==> src/rtl/i2c_arbiter.sv <==
// ============================================================================
// Module      : i2c_arbiter
// Description : Round-robin arbiter sharing one I2C master among N_REQ
//               requesters. Optional watchdog enabled by I2C_ARB_WDT_EN.
// Revision    : 1.0 - initial release
// ============================================================================
`default_nettype none

module i2c_arbiter #(
  parameter int N_REQ      = 2,
  parameter int WDT_CYCLES = 1024
) (
  input  logic                 clk,
  input  logic                 rst,
  input  logic [N_REQ-1:0]     req_ena_i,
  input  logic [7*N_REQ-1:0]   req_addr_i,
  input  logic [N_REQ-1:0]     req_rw_i,
  input  logic [8*N_REQ-1:0]   req_data_wr_i,
  output logic [N_REQ-1:0]     req_busy_o,
  output logic [N_REQ-1:0]     grant_o,
  output logic                 i2c_ena_o,
  output logic [6:0]           i2c_addr_o,
  output logic                 i2c_rw_o,
  output logic [7:0]           i2c_data_wr_o,
  input  logic                 i2c_busy_i,
  output logic                 wdt_err_o
);

  localparam int OW = (N_REQ > 1) ? $clog2(N_REQ) : 1;

  typedef enum logic [1:0] {
    S_IDLE      = 2'd0,
    S_WAIT_BUSY = 2'd1,
    S_ACTIVE    = 2'd2
  } state_e;

  if (N_REQ < 2 || N_REQ > 8 || WDT_CYCLES < 1) begin : g_param_check
    $error("i2c_arbiter: N_REQ must be 2..8 and WDT_CYCLES at least 1");
  end

  state_e          state_q, state_d;
  logic [OW-1:0]   owner_q, owner_d;
  logic [OW-1:0]   ptr_q, ptr_d;
  logic [OW-1:0]   owner_inc;
  logic [OW-1:0]   pick;
  logic            pick_vld;
  logic            owner_ena;
  logic            granted;

  assign granted   = (state_q == S_WAIT_BUSY) || (state_q == S_ACTIVE);
  assign owner_ena = req_ena_i[owner_q];
  assign owner_inc = (owner_q == OW'(N_REQ - 1)) ? '0 : owner_q + OW'(1);

  // Scan downward so the candidate closest to ptr is the one left standing.
  always_comb begin
    pick_vld = 1'b0;
    pick     = '0;
    for (int k = N_REQ - 1; k >= 0; k--) begin
      if (req_ena_i[OW'((int'(ptr_q) + k) % N_REQ)]) begin
        pick_vld = 1'b1;
        pick     = OW'((int'(ptr_q) + k) % N_REQ);
      end
    end
  end

  always_comb begin
    grant_o       = '0;
    i2c_ena_o     = 1'b0;
    i2c_addr_o    = '0;
    i2c_rw_o      = 1'b0;
    i2c_data_wr_o = '0;
    if (granted) begin
      grant_o[owner_q] = 1'b1;
      i2c_ena_o        = owner_ena;
      i2c_addr_o       = req_addr_i[int'(owner_q)*7 +: 7];
      i2c_rw_o         = req_rw_i[owner_q];
      i2c_data_wr_o    = req_data_wr_i[int'(owner_q)*8 +: 8];
    end
  end

  assign req_busy_o = grant_o & {N_REQ{i2c_busy_i}};

`ifdef I2C_ARB_WDT_EN
  localparam int WDT_W = $clog2(WDT_CYCLES + 1);

  logic [WDT_W-1:0] wdt_q, wdt_d;
  logic             wdt_err_q, wdt_err_d;
  logic             wdt_hit;

  assign wdt_hit   = granted && (wdt_q == WDT_W'(WDT_CYCLES - 1));
  assign wdt_err_o = wdt_err_q;
`else
  assign wdt_err_o = 1'b0;
`endif

  always_comb begin
    state_d = state_q;
    owner_d = owner_q;
    ptr_d   = ptr_q;
    case (state_q)
      S_IDLE: begin
        if (pick_vld && !i2c_busy_i) begin
          state_d = S_WAIT_BUSY;
          owner_d = pick;
        end
      end
      S_WAIT_BUSY: begin
        if (i2c_busy_i) begin
          state_d = S_ACTIVE;
        end else if (!owner_ena) begin
          state_d = S_IDLE;
          ptr_d   = owner_inc;
        end
      end
      S_ACTIVE: begin
        // Busy low with ena still high is a chained-byte boundary: keep grant.
        if (!i2c_busy_i && !owner_ena) begin
          state_d = S_IDLE;
          ptr_d   = owner_inc;
        end
      end
      default: state_d = S_IDLE;
    endcase
`ifdef I2C_ARB_WDT_EN
    wdt_err_d = 1'b0;
    if (wdt_hit) begin
      state_d   = S_IDLE;
      ptr_d     = owner_inc;
      wdt_err_d = 1'b1;
    end
    wdt_d = (state_d != state_q || !granted) ? '0 : wdt_q + WDT_W'(1);
`endif
  end

  always_ff @(posedge clk) begin
    if (rst) begin
      state_q <= S_IDLE;
      owner_q <= '0;
      ptr_q   <= '0;
    end else begin
      state_q <= state_d;
      owner_q <= owner_d;
      ptr_q   <= ptr_d;
    end
  end

`ifdef I2C_ARB_WDT_EN
  always_ff @(posedge clk) begin
    if (rst) begin
      wdt_q     <= '0;
      wdt_err_q <= 1'b0;
    end else begin
      wdt_q     <= wdt_d;
      wdt_err_q <= wdt_err_d;
    end
  end
`endif

endmodule

`default_nettype wire

==> config.mk <==
export PLATFORM = sky130hd
export DESIGN_NAME = i2c_arbiter
export DESIGN_NICKNAME = d
export VERILOG_FILES = /design/src/rtl/i2c_arbiter.sv
export SDC_FILE = /design/constraint.sdc
export NUM_CORES = 1
export LEC_CHECK = 0
export BUFFER_PORTS_ARGS = -buffer_cell sky130_fd_sc_hd__buf_2
export CORE_MARGIN = 4
export CORE_UTILIZATION = 39
export CTS_CLUSTER_DIAMETER = 120
export DETAILED_ROUTE_END_ITERATION = 8
export GPL_ROUTABILITY_DRIVEN = 0
export HOLD_SLACK_MARGIN = 0.06
export PLACE_DENSITY = 0.91
export SYNTH_ARGS = -nofsm -noshare
export SYNTH_HDL_FRONTEND = slang
export SYNTH_SLANG_ARGS = --single-unit
export TNS_END_PERCENT = 10
==> constraint.sdc <==
create_clock -name clk -period 3.8 [get_ports clk]
set_input_delay 0.76 -clock clk [delete_from_list [all_inputs] [get_ports clk]]
set_output_delay 0.76 -clock clk [all_outputs]
set_load 0.01 [all_outputs]
==> impl_metrics.csv <==
group,metric,value,unit
layout,final_cell_area,926,sq um
yosys,synth.avg_cell_area,8.31,sq um
layout,nNetsFinal,173,
sta,skew,0.00334,ns
setup_path,r2r_end,"ptr_q$_SDFFE_PP0P_",
sta,finalHoldViolations,0,
die,die_x,48.3,um
sta,setup_ws,1.37,ns
sta,min_period,2.43,ns
power,p_leak,0.482,nW
routing,route.detailed.drc,0,
yosys,async_reset_ff_share,0,%
clock_network,cts_buffers,3,
sta,rsz0062_at_grt,"false",
clock_network,root_buffer,"clkbuf_4",
routing,vias_per_cell,5.03,
clock_network,cts_hold_buffers,0,
setup_path,path_class,"flip-flop to primary output",
sta,timing.final.crit_share,63.8,%
setup_path,critPathCapture,"req_busy_o[0]",
grt,grt_antenna_before_repair,0,
setup_path,setup.worst_path.start,"state_q[0]$_SDFFE_PP0P_",
clock_network,insertion_delay,0.23,ns
worst_hold_path,hold_depth,2,
status,status,"complete, no violations",
die,start_util,41.5,%
clock_network,clk_pin_slew,0.04,ns
power,vdd_drop_max,0.120,mV
routing,initialDrtViolationCount,4,
grt,grt_pass1_wl,2350,um
setup_path,rrSetupSlack,2.31,ns
clock_network,tritoncts,"yes",
routing,wl_per_cell,11.8,um
sta,report.final.slew_viol_count,0,
yosys,synth_cell_types,28,
sta,max_freq,412,MHz
clock_network,cts_setup_buffers,0,
grt,gr-usage-all-layers,14.6,%
yosys,syn_area,632,sq um
placement,dp_hpwl,1450,um
setup_path,r2r_cells,5,
yosys,yosysWarnings,0,
worst_hold_path,hold_class,"flip-flop to flip-flop",
yosys,ys.flop_type,"dfxtp_1",
setup_path,cp_max_fo,22,
setup_path,start_kind,"flip-flop",
placement,port-buffer-count,57,
layout,n_antenna_cell,0,
yosys,synth_edf_count,0,
layout,final_common_cell,"buf_2",
setup_path,worstSetupEndpointType,"primary output",
placement,pre_cts_slack,1.59,ns
die,rows,14,
flow_run,maxCapViolCount,0,
sta,holdWs,0.511,ns
die,die_area,0.00233,sq mm
yosys,ys_ff_latch,4,
yosys,synth_area_leader_cell,"mux2i_1",
yosys,syn-instance-count,76,
layout,final_cell_mix,"57 x buf_2, 20 x nor2b_1, 17 x mux2i_1",
sta,setup_tns,0,ns
setup_path,cp_data_arrival_time,1.67,ns
grt,grt_max_degree,23,
die,core_area,0.00152,sq mm
yosys,syn-num-nets,116,
routing,wirelength,1740,um
power,cellPowerDensity,197,mW/mm^2
clock_network,cts_buffer_depth,2,
clock_network,cts_resized,0,
setup_path,reg2reg_from,"state_q[0]$_SDFFE_PP0P_",
layout,final_layout_size_suffix_gt1_share,48.9,%
clock_network,h-tree-depth,1,
die,ios,59,
routing,first_pass_iters,4,
grt,grt_pass1_vias,599,
die,die_h,48.3,um
yosys,synthTopCellsByArea,"mux2i_1 27%, nor2b_1 20%, dfxtp_1 13%",
yosys,synth_top_area_share,26.9,%
routing,postRouteAntennaNets,0,
setup_path,cp.required,3.04,ns
placement,placed_area,903,sq um
grt,grt_overflow,0,
layout,area_growth,46.5,%
clock_network,cts.sinks,4,
yosys,yosysSeqAreaShare,12.7,%
routing,vias,739,
sta,setup_viol,0,
==> registers in the layout, summed over array words and instances (netlist names) <==
register  flops
owner_q       1
ptr_q         1
state_q       2
==> worst max-delay path, cell delays in order, from the launching register on <==
cell and delay (ns):
dfxtp_1 0.32, inv_1 0.08, ha_1 0.59, nor2b_1 0.21, and2_1 0.13, buf_2 0.12
==> per-layer routing <==
layer / wire length (um) / GRT usage (%) / up-vias
met1: 596 / 14.0 / 320
met3: 221 / 3.32 / 2
met4: 6 / 6.45 / 0
li1: - / - / 372
met2: 914 / 28.6 / 45
met5: 0 / 0 / -
==> through the flow <==
stage               utilization (%)  std cells  power (mW)
floorplan                         -         76      0.0988
global placement               59.3        144       0.129
detailed placement             59.3        144       0.133
CTS                            60.8        147       0.188
global route                   60.8        147       0.200
finish                         60.8        147       0.182
==> where the power goes <==
part,internal [mW],switching (mW)
sequential,0.0450,0.00124
clock,0.0352,0.0160
combinational,0.0449,0.0401
==> area by class of cell <==
| type | instances | area (sq um) |
|---|---|---|
| tap | 16 | 20.0 |
| clock buffer | 3 | 22.5 |
| fill | 143 | 598 |
| inverter | 3 | 11.3 |
| multi-input combinational | 63 | 499 |
| sequential | 4 | 80.1 |
| timing repair buffer | 58 | 293 |
==> worst min path at each step <==
stage	slack, ns	endpoint	startpoint
after floorplan	0.46	owner_q$_SDFFE_PP0P_	ptr_q$_SDFFE_PP0P_
after global placement	0.49	owner_q$_SDFFE_PP0P_	ptr_q$_SDFFE_PP0P_
after detailed placement	0.52	owner_q$_SDFFE_PP0P_	ptr_q$_SDFFE_PP0P_
after CTS	0.52	owner_q$_SDFFE_PP0P_	ptr_q$_SDFFE_PP0P_
after global routing	0.56	state_q[0]$_SDFFE_PP0P_	state_q[0]$_SDFFE_PP0P_
final	0.51	owner_q$_SDFFE_PP0P_	ptr_q$_SDFFE_PP0P_
==> cell families after synthesis <==
logic type	synth area share [%]
AND/OR/NAND/NOR	31.9
AO/OA/AOI/OAI	11.3
flip-flops	12.7
adder cells (fa/ha/maj)	5.94
multiplexers	29.3
other	0.593
buffers and inverters	8.32
==> Yosys cell counts (all sizes together) (2+ instances only) <==
library cell and number:
nor2b 20, mux2i 17, buf 4, dfxtp 4
and2 3, ha 3, inv 3, clkbuf 2
nor2 2
No activity file was read; power rests on OpenSTA's default activity.
